[src/rtl/fifo_drain_pkg.sv]
// Shared definitions for the fifo_drain_arb readout scheduler: state encoding,
// header magic and channel-index helpers.
package fifo_drain_pkg;

  localparam int         N_CH      = 4;
  localparam int         CH_W      = 2;
  localparam logic [7:0] HDR_MAGIC = 8'hA5;

  typedef enum logic [2:0] {
    S_IDLE,
    S_ARB,
    S_REQ,
    S_PUSH,
    S_HDR
  } state_t;

  function automatic logic [N_CH-1:0] ch_onehot(input logic [CH_W-1:0] ch);
    logic [N_CH-1:0] v;
    v     = '0;
    v[ch] = 1'b1;
    return v;
  endfunction

endpackage

[src/rtl/fifo_drain_arb_rr_pick4.sv]
// Combinational 4-way round-robin search: first asserted req at or after ptr,
// wrapping 3 -> 0.
module rr_pick4
  import fifo_drain_pkg::*;
(
  input  logic [N_CH-1:0] req,
  input  logic [CH_W-1:0] ptr,
  output logic            hit,
  output logic [CH_W-1:0] idx
);

  always_comb begin
    // NOTE: every output gets a default first so no latch is inferred.
    hit = 1'b0;
    idx = ptr;
    // Walk from the farthest candidate back to ptr so the nearest one wins.
    for (int k = N_CH - 1; k >= 0; k--) begin
      if (req[ptr + CH_W'(k)]) begin
        hit = 1'b1;
        idx = ptr + CH_W'(k);
      end
    end
  end

endmodule

[src/rtl/fifo_drain_arb.sv]
// Round-robin Wishbone drain of four receive FIFOs into one channel-tagged
// 32-bit valid/ready stream. Define FIFO_DRAIN_ARB_HDR_EN for a header per burst.
module fifo_drain_arb
  import fifo_drain_pkg::*;
#(
  parameter int MAX_BURST = 16,
  parameter int THRESH    = 1,
  parameter int ACK_TMO   = 15
) (
  input  logic         wb_clk,
  input  logic         wb_rst,
  input  logic         enable,
  input  logic [3:0]   ch_mask,
  input  logic [63:0]  fifo_cnt,
  output logic [3:0]   m_cyc,
  output logic [3:0]   m_stb,
  input  logic [3:0]   m_ack,
  input  logic [127:0] m_dat,
  output logic [31:0]  out_dat,
  output logic [1:0]   out_ch,
  output logic         out_vld,
  input  logic         out_rdy,
  output logic         busy,
  output logic [3:0]   tmo_err,
  input  logic         err_clr
);

  state_t          state;
  logic [CH_W-1:0] ch;
  logic [CH_W-1:0] ptr;
  logic [7:0]      burst_len;
  logic [7:0]      word_cnt;
  logic [7:0]      tmo_cnt;

  logic [N_CH-1:0] elig;
  logic            pick_hit;
  logic [CH_W-1:0] pick_idx;
  logic [15:0]     pick_cnt;
  logic [7:0]      pick_len;
  logic            last_word;

  always_comb begin
    elig = '0;
    for (int i = 0; i < N_CH; i++) begin
      elig[i] = ch_mask[i] && (fifo_cnt[16*i +: 16] >= 16'(THRESH))
                           && (fifo_cnt[16*i +: 16] != 16'd0);
    end
  end

  rr_pick4 u_pick (
    .req (elig),
    .ptr (ptr),
    .hit (pick_hit),
    .idx (pick_idx)
  );

  assign pick_cnt  = fifo_cnt[{pick_idx, 4'b0000} +: 16];
  assign pick_len  = (pick_cnt >= 16'(MAX_BURST)) ? 8'(MAX_BURST) : pick_cnt[7:0];
  assign last_word = (word_cnt + 8'd1 == burst_len);

  always_ff @(posedge wb_clk or negedge wb_rst) begin
    if (!wb_rst) begin
      state     <= S_IDLE;
      ch        <= '0;
      ptr       <= '0;
      burst_len <= '0;
      word_cnt  <= '0;
      tmo_cnt   <= '0;
      m_cyc     <= '0;
      m_stb     <= '0;
      out_dat   <= '0;
      out_ch    <= '0;
      out_vld   <= 1'b0;
      busy      <= 1'b0;
      tmo_err   <= '0;
    end else begin
      // NOTE: non-blocking assignments throughout; a later write to a tmo_err
      // bit in this block overrides the clear, so a same-cycle timeout wins.
      if (err_clr) tmo_err <= '0;

      case (state)
        S_IDLE: if (enable) state <= S_ARB;

        S_ARB: begin
          if (pick_hit) begin
            ch        <= pick_idx;
            burst_len <= pick_len;
            word_cnt  <= '0;
            busy      <= 1'b1;
`ifdef FIFO_DRAIN_ARB_HDR_EN
            out_dat   <= {HDR_MAGIC, 6'b0, pick_idx, 8'b0, pick_len};
            out_ch    <= pick_idx;
            out_vld   <= 1'b1;
            state     <= S_HDR;
`else
            m_cyc     <= ch_onehot(pick_idx);
            m_stb     <= ch_onehot(pick_idx);
            tmo_cnt   <= '0;
            state     <= S_REQ;
`endif
          end else begin
            state <= S_IDLE;
          end
        end

`ifdef FIFO_DRAIN_ARB_HDR_EN
        S_HDR: if (out_rdy) begin
          out_vld <= 1'b0;
          m_cyc   <= ch_onehot(ch);
          m_stb   <= ch_onehot(ch);
          tmo_cnt <= '0;
          state   <= S_REQ;
        end
`endif

        S_REQ: begin
          if (m_ack[ch]) begin
            out_dat <= m_dat[{ch, 5'b00000} +: 32];
            out_ch  <= ch;
            out_vld <= 1'b1;
            m_cyc   <= '0;
            m_stb   <= '0;
            state   <= S_PUSH;
          end else if (tmo_cnt == 8'(ACK_TMO - 1)) begin
            // Slave never answered: abandon the read and the rest of the burst.
            m_cyc       <= '0;
            m_stb       <= '0;
            tmo_err[ch] <= 1'b1;
            ptr         <= ch + 2'd1;
            busy        <= 1'b0;
            state       <= S_IDLE;
          end else begin
            tmo_cnt <= tmo_cnt + 8'd1;
          end
        end

        S_PUSH: if (out_rdy) begin
          out_vld  <= 1'b0;
          word_cnt <= word_cnt + 8'd1;
          if (last_word || !enable) begin
            ptr   <= ch + 2'd1;
            busy  <= 1'b0;
            state <= S_IDLE;
          end else begin
            m_cyc   <= ch_onehot(ch);
            m_stb   <= ch_onehot(ch);
            tmo_cnt <= '0;
            state   <= S_REQ;
          end
        end

        default: state <= S_IDLE;
      endcase
    end
  end

endmodule
[config.mk]
export PLATFORM = sky130hd
export DESIGN_NAME = fifo_drain_arb
export DESIGN_NICKNAME = d
export VERILOG_FILES = /design/src/rtl/fifo_drain_pkg.sv /design/src/rtl/fifo_drain_arb_rr_pick4.sv /design/src/rtl/fifo_drain_arb.sv
export SDC_FILE = /design/constraint.sdc
export NUM_CORES = 1
export LEC_CHECK = 0
export ABC_AREA = 1
export BUFFER_PORTS_ARGS = -buffer_cell sky130_fd_sc_hd__buf_2
export CORE_MARGIN = 4
export CORE_UTILIZATION = 43
export CTS_BUF_LIST = sky130_fd_sc_hd__clkbuf_8
export CTS_CLUSTER_SIZE = 25
export DETAILED_ROUTE_END_ITERATION = 6
export PLACE_DENSITY = 0.77
export SLEW_MARGIN = 15
export SYNTH_ARGS = -nofsm -noshare
export SYNTH_HDL_FRONTEND = slang
export SYNTH_SLANG_ARGS = --single-unit
[constraint.sdc]
create_clock -name wb_clk -period 2 [get_ports wb_clk]
set_input_delay 0.3 -clock wb_clk [delete_from_list [all_inputs] [get_ports wb_clk]]
set_output_delay 0.3 -clock wb_clk [all_outputs]
set_load 0.05 [all_outputs]
==> impl_metrics.py <==
metrics = {
    "layout": {
        "antenna_cells": 0,
        "fin_nets": 1304,
        "drive_gt1_share_pct": 39.4,
        "area_growth_pct": 48.8,
        "finish.instance_area_mm2": 0.00764,
        "fin_cells": 1239,
    },
    "pwr": {
        "ir_drop_mv": 1.07,
        "p_leak_nw": 4.09,
        "powerDensity_mw_per_mm2": 1670,
    },
    "floorplan": {
        "pin_count": 253,
        "start_util_pct": 44.4,
        "placementRows": 39,
        "dieWidth_um": 117,
        "coreArea_mm2": 0.0116,
        "die-area_mm2": 0.0137,
        "die_height_um": 117,
    },
    "grt": {
        "grt.total_usage_pct": 25.3,
        "grt_busiest_layer": "met2",
        "grt_max_degree": 65,
        "grt.met2_usage_pct": 44.9,
        "gr-total-overflow": 0,
        "antenna_found_initial": 1,
        "grt_pass1_vias": 5925,
        "use_met3_pct": 4.42,
        "use_met1_pct": 32.6,
        "grt_pass1_wl_um": 28000,
    },
    "routing": {
        "dr_total_vias": 6344,
        "ant_nets": 0,
        "vias_per_cell": 5.12,
        "first_pass_iters": 7,
        "wl_per_cell_um": 14.7,
        "drc_errors": 0,
        "drt_wl_total_um": 18200,
        "drt-initial-drc-count": 320,
    },
    "yosys": {
        "netlist_instances": 774,
        "ys_ff_latch": 74,
        "synth_area_mm2": 0.00513,
        "syn_avg_cell_area_um2": 6.63,
        "synth_edf_count": 0,
        "syn_nets": 986,
        "synth.yosys.warnings": 0,
        "synthFlopType": "dfrtp_1",
        "async_reset_ff_share_pct": 100,
        "synth_cell_type_count": 37,
        "yosysSeqAreaShare_pct": 36.1,
    },
    "place": {
        "dp.cells": 1208,
        "numPortBuffers": 252,
        "preCtsSetupSlack_ps": -405,
        "post_dp_cell_area_mm2": 0.00707,
        "place_congestion": 0.943,
        "dp_hpwl_um": 14000,
    },
    "worst_setup_path": {
        "path_class": "register to register",
        "slowest_delay_ps": 460,
        "crit_arrival_ps": 2590,
        "cp-end-kind": "register",
        "crit_fanout": 8,
        "cp_cell_sequence": "buf_12 > xor2_4 > nand3_1 > nand2_2 > o21ai_4 > nand3_4 > buf_12 > nand4_1 > nand2_1 > nor2_1 > nand2_2 > nor2_4 > nand3_1 > nand2_1",
        "cp-start-kind": "register",
        "worstPathRequired_ps": 2280,
        "crit_slowest_cell": "dfrtp_2",
    },
    "clocking": {
        "cts_tree": "done",
        "cts-root-buf": "clkbuf_8",
        "clk_latency_ps": 340,
        "h-tree-depth": 3,
        "cts_sinks": 74,
        "cts_buffers": 9,
        "path_clk_slew_ps": 80,
        "max-clock-path-buffers": 2,
    },
    "sta": {
        "slew_violations": 0,
        "fin_crit_ps": 2310,
        "post-route-period-util_pct": 116,
        "whs_ps": 261,
        "clock_skew_ps": 10.3,
        "setup_violations": 24,
        "finalHoldViolations": 0,
        "rsz0062_at_grt": "true",
        "setup_ws_ps": -314,
        "max_freq_ghz": 0.432,
        "slew_headroom_pct": 59.7,
        "worst_pin_slew_ps": 602,
    },
    "worst_hold_path": {
        "min_path_type": "primary input to register",
    },
    "run_status": {
        "violations": "setup timing",
        "status": "complete, but fails checks",
    },
    "run": {
        "maxCapViolCount": 0,
    },
}
## where the power goes
part | internal [mW] | total (mW) | switching [mW]
Combinational | 3.31 | 9.08 | 5.77
Clock | 0.700 | 1.28 | 0.580
Sequential | 2.00 | 2.36 | 0.367
## flip-flops by register name, summed over array words and instances, names as in the netlist, 2 cells and up
signal,count
out_ch,2
ptr,2
burst_len,8
word_cnt,8
tmo_cnt,8
state,2
ch,2
tmo_err,4
out_dat,32
m_stb,4
## cell usage after synthesis, types with 8 or more instances
| master | number | share of area [%] |
|---|---|---|
| a22oi_1 | 8 | 1.2 |
| dfrtp_1 | 74 | 36 |
| clkbuf_1 | 28 | 2.0 |
| xor2_1 | 11 | 1.9 |
| nor2_1 | 131 | 9.6 |
| o22ai_1 | 36 | 4.4 |
| nand2_1 | 234 | 17 |
| nand4_1 | 16 | 2.0 |
| nand3_1 | 28 | 2.7 |
| inv_1 | 45 | 3.3 |
| nor2_2 | 8 | 0.98 |
| o21ai_0 | 84 | 8.2 |
## per-stage QoR
stage	setup TNS, ps	power [mW]	util, %
after floorplan	-31.1	7.76	-
after global placement	-8170	10.3	61.1
after detailed placement	-9610	10.4	61.1
after CTS	-3990	12.2	64.6
after global routing	-8990	13.7	66.0
final	-4240	12.7	66.0
## critical path: cells and delay by family, from the launching register on
family | cells | cell delay, ps
compound gates | 1 | 170
flops | 1 | 460
xor+xnor | 1 | 190
buf+inv | 2 | 330
simple gates | 10 | 1110
## layout by cell type, fill, tap and decap left out, types with 3 or more instances in the layout
master,instances
nand2_4,4
buf_2,251
nand2_1,220
nor3_1,4
nor2_1,126
buf_12,7
buf_6,5
nor2_4,7
buf_4,77
inv_1,41
ha_1,7
a22oi_1,8
nand3_2,10
inv_2,8
o22ai_1,36
nand4_1,16
or2_2,3
nand2_2,19
nand3_1,19
o21ai_1,8
xor2_1,11
o21ai_0,79
nor2_2,7
dfrtp_1,72
clkbuf_8,9
nand3b_1,6
a21oi_2,3
a21oi_1,3
## timing repair
action	4_1_cts	5_1_grt
pin swaps	22	23
setup endpoints to repair	35	32
setup buffers	10	4
gates cloned	1	0
gates resized for setup	23	39
hold endpoints to repair	30	0
hold buffers	1	0
## path summary, 6_finish.rpt
check                                 from           end  slack, ps  depth (start not counted)
worst max register to register      ptr[0]  burst_len[1]       -310                         14
worst min register to register  out_dat[0]    out_dat[0]        480                          2
max in group asynchronous           wb_rst      m_stb[2]        990                          3
min in group asynchronous           wb_rst   word_cnt[0]        440                          2
worst min-delay path               err_clr    tmo_err[3]        260                          4
worst max-delay path                ptr[0]  burst_len[1]       -310                         14
## cell families after synthesis
kind of cell / after synthesis / share of synthesized area (%)
flip-flops: 74 / 36.1
AND/OR/NAND/NOR: 448 / 36.9
XOR/XNOR: 14 / 2.54
buffers and inverters: 87 / 6.97
AO/OA/AOI/OAI: 144 / 15.8
adder cells (fa/ha/maj): 7 / 1.71
## cell type report
cell class	instances	area, um2
fillers	1043	3930
multi-input cells	614	3150
repair buffers	341	2040
flip-flops and latches	74	1850
inverters	52	200
well taps	143	179
clock buffers	9	124
clock inverters	6	90.1
## routing by layer
metal	share of wire (%)	up-vias
met5	0.072	-
met4	1.3	2
met3	6.5	28
met2	52	247
met1	40	2903
li1	-	3164
(Power assumes the default switching activity.)
